<file path="src/rtl/seg7_pkg.sv">
// Shared definitions for the seven-segment scan receiver.
// Holds the active-low segment pattern constants (bit order g..a, bit0 = a), the blank
// pattern, the FSM state type and the stability counter width.
// Optional feature macro: SEG7_HEX_EN (the A..F patterns are only consumed when it is set).
package seg7_pkg;

  // Wide enough for STABLE_CYCLES up to 15.
  localparam int unsigned CntW = 4;

  localparam logic [6:0] SegBlank = 7'b1111111;

  localparam logic [6:0] Seg0 = 7'b1000000;
  localparam logic [6:0] Seg1 = 7'b1111001;
  localparam logic [6:0] Seg2 = 7'b0100100;
  localparam logic [6:0] Seg3 = 7'b0110000;
  localparam logic [6:0] Seg4 = 7'b0011001;
  localparam logic [6:0] Seg5 = 7'b0010010;
  localparam logic [6:0] Seg6 = 7'b0000010;
  localparam logic [6:0] Seg7 = 7'b1111000;
  localparam logic [6:0] Seg8 = 7'b0000000;
  localparam logic [6:0] Seg9 = 7'b0010000;
  localparam logic [6:0] SegA = 7'b0001000;
  localparam logic [6:0] SegB = 7'b0000011;
  localparam logic [6:0] SegC = 7'b1000110;
  localparam logic [6:0] SegD = 7'b0100001;
  localparam logic [6:0] SegE = 7'b0000110;
  localparam logic [6:0] SegF = 7'b0001110;

  typedef enum logic [1:0] {
    StIdle,
    StTrack,
    StHeld
  } seg7_state_e;

endpackage

</file>
<file path="src/rtl/seg7_pattern_decode.sv">
// Combinational seven-segment pattern decoder.
// Ports:
//   pattern_i - active-low segment pattern, bit0 = a ... bit6 = g
//   legal_o   - pattern is a recognised digit
//   blank_o   - pattern is all segments off
//   value_o   - decoded digit value (0 when not legal)
// Macro SEG7_HEX_EN: when defined, the A..F patterns are legal and decode to 10..15.
module seg7_pattern_decode
  import seg7_pkg::*;
(
  input  logic [6:0] pattern_i,
  output logic       legal_o,
  output logic       blank_o,
  output logic [3:0] value_o
);

  always_comb begin
    legal_o = 1'b1;
    blank_o = 1'b0;
    value_o = 4'd0;
    case (pattern_i)
      Seg0:     value_o = 4'd0;
      Seg1:     value_o = 4'd1;
      Seg2:     value_o = 4'd2;
      Seg3:     value_o = 4'd3;
      Seg4:     value_o = 4'd4;
      Seg5:     value_o = 4'd5;
      Seg6:     value_o = 4'd6;
      Seg7:     value_o = 4'd7;
      Seg8:     value_o = 4'd8;
      Seg9:     value_o = 4'd9;
`ifdef SEG7_HEX_EN
      SegA:     value_o = 4'd10;
      SegB:     value_o = 4'd11;
      SegC:     value_o = 4'd12;
      SegD:     value_o = 4'd13;
      SegE:     value_o = 4'd14;
      SegF:     value_o = 4'd15;
`endif
      SegBlank: begin
        legal_o = 1'b0;
        blank_o = 1'b1;
      end
      default:  legal_o = 1'b0;
    endcase
  end

endmodule

</file>
<file path="src/rtl/seg7_scan_rx.sv">
// Receiver for a multiplexed seven-segment display scan. Samples the segment and digit-enable
// lines, waits for STABLE_CYCLES identical samples with exactly one digit enabled, then
// captures the decoded digit once into its slot.
// Ports:
//   clk, rst     - clock and synchronous active-high reset
//   seg_n        - active-low segments, bit0 = a ... bit6 = g
//   dig_sel_n    - active-low digit enables, bit i selects digit i
//   bcd_out      - decoded value of digit i in bits [4i+3:4i]
//   digit_valid  - slot i holds a decode of a legal pattern
//   frame_done   - one-cycle pulse: last digit captured and every slot valid
//   pattern_err  - one-cycle pulse: an illegal (non-blank) pattern was captured
//   err_digit    - digit index of the most recent pattern_err
// Macro SEG7_HEX_EN (in seg7_pattern_decode): accept hex patterns A..F.
module seg7_scan_rx
  import seg7_pkg::*;
#(
  parameter int unsigned NUM_DIGITS    = 4,
  parameter int unsigned STABLE_CYCLES = 4
) (
  input  logic                    clk,
  input  logic                    rst,
  input  logic [6:0]              seg_n,
  input  logic [NUM_DIGITS-1:0]   dig_sel_n,
  output logic [4*NUM_DIGITS-1:0] bcd_out,
  output logic [NUM_DIGITS-1:0]   digit_valid,
  output logic                    frame_done,
  output logic                    pattern_err,
  output logic [2:0]              err_digit
);

  seg7_state_e             state_q, state_d;
  logic [CntW-1:0]         count_q, count_d;
  logic [6:0]              seg_q, cand_seg_q, cand_seg_d;
  logic [NUM_DIGITS-1:0]   sel_q, cand_sel_q, cand_sel_d;
  logic [4*NUM_DIGITS-1:0] bcd_q, bcd_d;
  logic [NUM_DIGITS-1:0]   valid_q, valid_d;
  logic                    frame_q, frame_d;
  logic                    perr_q, perr_d;
  logic [2:0]              edig_q, edig_d;

  logic [NUM_DIGITS-1:0]   sel_act;
  logic                    sel_onehot;
  logic [2:0]              sel_idx;
  logic                    same;
  logic                    capture;
  logic                    dec_legal;
  logic                    dec_blank;
  logic [3:0]              dec_value;

  // Capture always happens while the sample equals the candidate, so decoding the sample
  // register is equivalent to decoding the candidate.
  seg7_pattern_decode u_dec (
    .pattern_i (seg_q),
    .legal_o   (dec_legal),
    .blank_o   (dec_blank),
    .value_o   (dec_value)
  );

  always_comb begin
    sel_act    = ~sel_q;
    sel_onehot = ($countones(sel_act) == 1);
    sel_idx    = 3'd0;
    for (int i = 0; i < NUM_DIGITS; i++) begin
      if (sel_act[i]) sel_idx = 3'(i);
    end
    same = (seg_q == cand_seg_q) && (sel_q == cand_sel_q);
  end

  // Stability FSM: count_q is the number of consecutive identical samples seen so far.
  always_comb begin
    state_d    = state_q;
    count_d    = count_q;
    cand_seg_d = cand_seg_q;
    cand_sel_d = cand_sel_q;
    capture    = 1'b0;
    unique case (state_q)
      StIdle: begin
        if (sel_onehot) begin
          state_d    = StTrack;
          count_d    = CntW'(1);
          cand_seg_d = seg_q;
          cand_sel_d = sel_q;
        end
      end
      StTrack: begin
        if (!sel_onehot) begin
          state_d = StIdle;
          count_d = '0;
        end else if (same) begin
          count_d = count_q + CntW'(1);
          if (count_q == CntW'(STABLE_CYCLES - 1)) begin
            capture = 1'b1;
            state_d = StHeld;
          end
        end else begin
          count_d    = CntW'(1);
          cand_seg_d = seg_q;
          cand_sel_d = sel_q;
        end
      end
      StHeld: begin
        if (!sel_onehot) begin
          state_d = StIdle;
          count_d = '0;
        end else if (!same) begin
          state_d    = StTrack;
          count_d    = CntW'(1);
          cand_seg_d = seg_q;
          cand_sel_d = sel_q;
        end
      end
      default: begin
        state_d = StIdle;
        count_d = '0;
      end
    endcase
  end

  always_comb begin
    bcd_d   = bcd_q;
    valid_d = valid_q;
    perr_d  = 1'b0;
    edig_d  = edig_q;
    for (int i = 0; i < NUM_DIGITS; i++) begin
      if (capture && sel_act[i]) begin
        if (dec_legal) begin
          bcd_d[4*i +: 4] = dec_value;
          valid_d[i]      = 1'b1;
        end else begin
          valid_d[i] = 1'b0;
        end
      end
    end
    if (capture && !dec_legal && !dec_blank) begin
      perr_d = 1'b1;
      edig_d = sel_idx;
    end
    frame_d = capture && sel_act[NUM_DIGITS-1] && (&valid_d);
  end

  always_ff @(posedge clk) begin
    if (rst) begin
      state_q    <= StIdle;
      count_q    <= '0;
      seg_q      <= '1;
      sel_q      <= '1;
      cand_seg_q <= '1;
      cand_sel_q <= '1;
      bcd_q      <= '0;
      valid_q    <= '0;
      frame_q    <= 1'b0;
      perr_q     <= 1'b0;
      edig_q     <= 3'd0;
    end else begin
      state_q    <= state_d;
      count_q    <= count_d;
      seg_q      <= seg_n;
      sel_q      <= dig_sel_n;
      cand_seg_q <= cand_seg_d;
      cand_sel_q <= cand_sel_d;
      bcd_q      <= bcd_d;
      valid_q    <= valid_d;
      frame_q    <= frame_d;
      perr_q     <= perr_d;
      edig_q     <= edig_d;
    end
  end

  assign bcd_out     = bcd_q;
  assign digit_valid = valid_q;
  assign frame_done  = frame_q;
  assign pattern_err = perr_q;
  assign err_digit   = edig_q;

endmodule

</file>
<file path="config.mk">
export PLATFORM = sky130hd
export DESIGN_NAME = seg7_scan_rx
export DESIGN_NICKNAME = d
export VERILOG_FILES = /design/src/rtl/seg7_pkg.sv /design/src/rtl/seg7_pattern_decode.sv /design/src/rtl/seg7_scan_rx.sv
export SDC_FILE = /design/constraint.sdc
export NUM_CORES = 1
export LEC_CHECK = 0
export CELL_PAD_IN_SITES_DETAIL_PLACEMENT = 0
export CELL_PAD_IN_SITES_GLOBAL_PLACEMENT = 1
export CORE_MARGIN = 5
export CORE_UTILIZATION = 35
export CTS_CLUSTER_DIAMETER = 40
export DETAILED_ROUTE_END_ITERATION = 7
export DONT_BUFFER_PORTS = 1
export GPL_TIMING_DRIVEN = 0
export MAX_ROUTING_LAYER = met4
export PLACE_DENSITY = 0.68
export SKIP_CTS_REPAIR_TIMING = 1
export SLEW_MARGIN = 15
export SYNTH_ARGS = -nofsm -noshare
export SYNTH_HDL_FRONTEND = slang
export SYNTH_SLANG_ARGS = --single-unit
</file>
<file path="constraint.sdc">
create_clock -name clk -period 8.55 [get_ports clk]
set_input_delay 1.71 -clock clk [delete_from_list [all_inputs] [get_ports clk]]
set_output_delay 1.71 -clock clk [all_outputs]
set_load 0.005 [all_outputs]
</file>
==> reports/metrics.yaml <==
synth:
  ys.flop_type: "dfxtp_1"
  syn_inst: 282
  synth-edff-count: 0
  synthXorXnorAreaFrac_pct: 4.050
  synth_top_area_cell: "dfxtp_1"
  ys_seq_area_share_pct: 40.12
  yosys.cell_types.count: 52
  synth_warnings: 0
  mappedNetlistArea_um2: 2595
  synth_adder_area_share_pct: 4.147
  synthTopCellsByArea: "dfxtp_1 (40%), mux2i_1 (9.3%), nand2_1 (5.1%)"
  syn_area_per_cell_um2: 9.202
  muxShareOfSynthArea_pct: 9.257
  yosys.area_share.simple_pct: 23.48
  synth_compound_area_share_pct: 12.39
  ys_seq_elements: 52
  synth_top_area_share_pct: 40.12
  synth_top_family_by_area: "simple AND/OR/NAND/NOR gates"
  syn_nets: 303
  synthArstFlopShare_pct: 0
setup_path:
  reg2reg_from: "sel_q[0]"
  crit_start: "sel_q[0]"
  cp_data_arrival_time_ns: 3.90
  cp_max_fo: 9
  crit_family: "simple AND/OR/NAND/NOR gates"
  crit_required_ns: 8.73
  crit_top_cell: "ha_1"
  worstSetupPathType: "reg -> reg"
  cp_num_buf_inv: 2
  start_kind: "register"
  cp_slowest_cell: "fa_1"
  worst_setup_path_end_kind: "register"
  critPathMaxStageDelay_ns: 0.56
  worstPathCellList: "fa_1 -> inv_1 -> ha_1 -> ha_1 -> nor3b_2 -> nand4_1 -> or4_1 -> clkbuf_1 -> o41ai_1 -> a21oi_1"
detailed_routing:
  drtIter0Drc: 164
  wire_per_inst_um: 15.04
  route.vias.total: 2009
  drc: 0
  viasPerCell: 5.165
  dr.pass1.iters: 6
  ant_nets: 0
  wirelength_mm: 5.852
clock_network:
  clock_path_buffers: 2
  clk_pin_slew_ns: 0.09
  cts_tree: "done"
  cts_buffers: 5
  cts-htree-levels: 2
  cts_sinks: 52
  cts-root-buf: "clkbuf_8"
  worst_skew_pair.late_latency_ns: 0.30
timing:
  slew_violations: 0
  finalHoldViolations: 0
  fin_crit_sh_pct: 43.41
  worstMarginPinSlew_ns: 0.5721
  max_freq_mhz: 269.4
  finalSetupViolCount: 0
  fin_crit_ns: 3.712
  rsz0062_at_grt: "false"
  timing.setup.tns_ns: 0
  layout_setup_ws_ns: 4.838
  finClkSkew_ns: 0.01173
  relSlewSlack_pct: 61.86
placed_design:
  gp_congestion: 0.8290
  dpl.hpwl_mm: 4.422
  post-place-ws_ns: 4.800
  port_buffers: 0
global_route:
  gr-usage-met3_pct: 3.753
  antenna_found_initial: 0
  grt_pass1_wl_mm: 9.577
  grt_max_degree: 17
  grt-busiest-layer: "met2"
  grt_pass1_vias: 1883
  track_usage_pct: 13.84
  grt_overflow: 0
  grt.met2_usage_pct: 20.64
  grtUsageMet1_pct: 18.49
min_path:
  min_path_type: "reg -> reg"
  min_from: "err_digit[0]"
pwr:
  clkPwrFrac_pct: 32.6
  sw_frac_of_total_pct: 26.36
  intPower_mw: 0.3735
  combPwrFrac_pct: 16.1
  peakVddDrop_v: 0.00008237
  net-switching-power_mw: 0.1337
  p_leak_nw: 1.101
  power_per_cell_area_nw_per_um2: 179.2
  seqPwrFrac_pct: 51.3
die:
  die_w_um: 96.11
  die-area_um2: 9236
  start_util_pct: 35.78
  core_area_um2: 7253
  chipHeight_um: 96.11
  design.portCount: 38
  num_rows: 31
finish:
  fillers: 754
  area_delta_synth_final_pct: 9.064
  n_antenna_cell: 0
  drive_gt1_share_pct: 13.79
  nNetsFinal: 310
run_status:
  status: "finished, final reports clean"
flow_run:
  max-cap-violations: 0
## per-stage QoR
stage               utilization (%)  power, mW  instances  hold WS, ns  instance area (um2)
finish                        39.02     0.5072        389       0.4751                 2830
global placement              37.48     0.3475        381       0.4696                 2719
CTS                           39.02     0.5160        389       0.4879                 2830
floorplan                         -     0.3303        282       0.4397                 2595
detailed placement            37.48     0.3470        381       0.4743                 2719
global route                  39.02     0.5399        389       0.5082                 2830
## power by group through the flow
stage / registers, mW / logic, mW / clock network [mW]
6_report: 0.260 / 0.0816 / 0.165
3_5_place_dp: 0.266 / 0.0811 / 0
2_1_floorplan: 0.264 / 0.0664 / 0
3_3_place_gp: 0.266 / 0.0816 / 0
4_1_cts: 0.260 / 0.0819 / 0.174
5_1_grt: 0.262 / 0.0913 / 0.187
## sequential cells by signal, summed over array words and instances, names as in the netlist
name / count
count_q: 4
cand_sel_q: 4
sel_q: 4
seg_q: 7
digit_valid: 4
state_q: 2
bcd_out: 16
pattern_err: 1
cand_seg_q: 7
frame_done: 1
err_digit: 2
## cells in the mapped netlist, drive strengths merged (3+ instances only)
cell type,number
a211oi,3
a21o,5
a21oi,9
buf,10
clkbuf,11
dfxtp,52
ha,7
inv,9
mux2i,24
nand2,35
nand2b,4
nand3,7
nand3b,3
nand4,7
nor2,11
nor3,5
nor4,3
o2111ai,3
o211ai,3
o21ai,9
or2,14
or3,8
or4,4
xnor2,12
## logic make-up after synthesis
| group | Yosys count |
|---|---|
| AND/OR/NAND/NOR | 111 |
| flip-flops | 52 |
| AO/OA/AOI/OAI | 44 |
| buffers and inverters | 30 |
| multiplexers | 24 |
| XOR/XNOR | 12 |
| adder cells (fa/ha/maj) | 8 |
| other | 1 |
## layout make-up
| class | instances | area [um2] | area share [%] |
|---|---|---|---|
| Buffer | 21 | 132.6 | 4.686 |
| Clock buffer | 5 | 68.82 | 2.431 |
| Clock inverter | 3 | 42.54 | 1.503 |
| Inverter | 9 | 33.78 | 1.194 |
| Multi-Input combinational cell | 200 | 1388 | 49.03 |
| Sequential cell | 52 | 1041 | 36.78 |
| Tap cell | 99 | 123.9 | 4.377 |
## layout by cell type (no fill, tap or decap), types with 2 or more instances in the layout
| cell | n |
|---|---|
| a211oi_1 | 3 |
| a21o_1 | 5 |
| a21oi_1 | 9 |
| buf_4 | 2 |
| buf_6 | 6 |
| clkbuf_1 | 11 |
| clkbuf_8 | 5 |
| dfxtp_1 | 52 |
| ha_1 | 7 |
| inv_1 | 9 |
| mux2i_1 | 24 |
| nand2_1 | 35 |
| nand2b_1 | 4 |
| nand3_1 | 7 |
| nand3b_1 | 3 |
| nand4_1 | 7 |
| nor2_1 | 11 |
| nor2b_1 | 2 |
| nor3_1 | 5 |
| nor4_1 | 3 |
| o2111ai_1 | 3 |
| o211ai_1 | 3 |
| o21ai_0 | 6 |
| o21ai_1 | 3 |
| or2_2 | 14 |
| or3_1 | 8 |
| or4_4 | 3 |
| xnor2_1 | 12 |
## metal layers
layer / wire (um) / up-vias
met3: 451 / 7
met5: 0 / -
met2: 2571 / 61
met4: 74 / 0
li1: - / 1001
met1: 2754 / 940
## tightest hold or removal path: stages (launching register included)
cell and delay [ns]:
dfxtp_1 0.33, inv_1 0.05, a21oi_1 0.05
## final timing paths
kind                            slack (ns)  cells past startpoint            to
worst max-delay path                  4.84                     10  err_digit[0]
worst min register to register        0.48                      2  err_digit[0]
worst min-delay path                  0.48                      2  err_digit[0]
worst max register to register        4.84                     10  err_digit[0]
(Power assumes the default switching activity.)
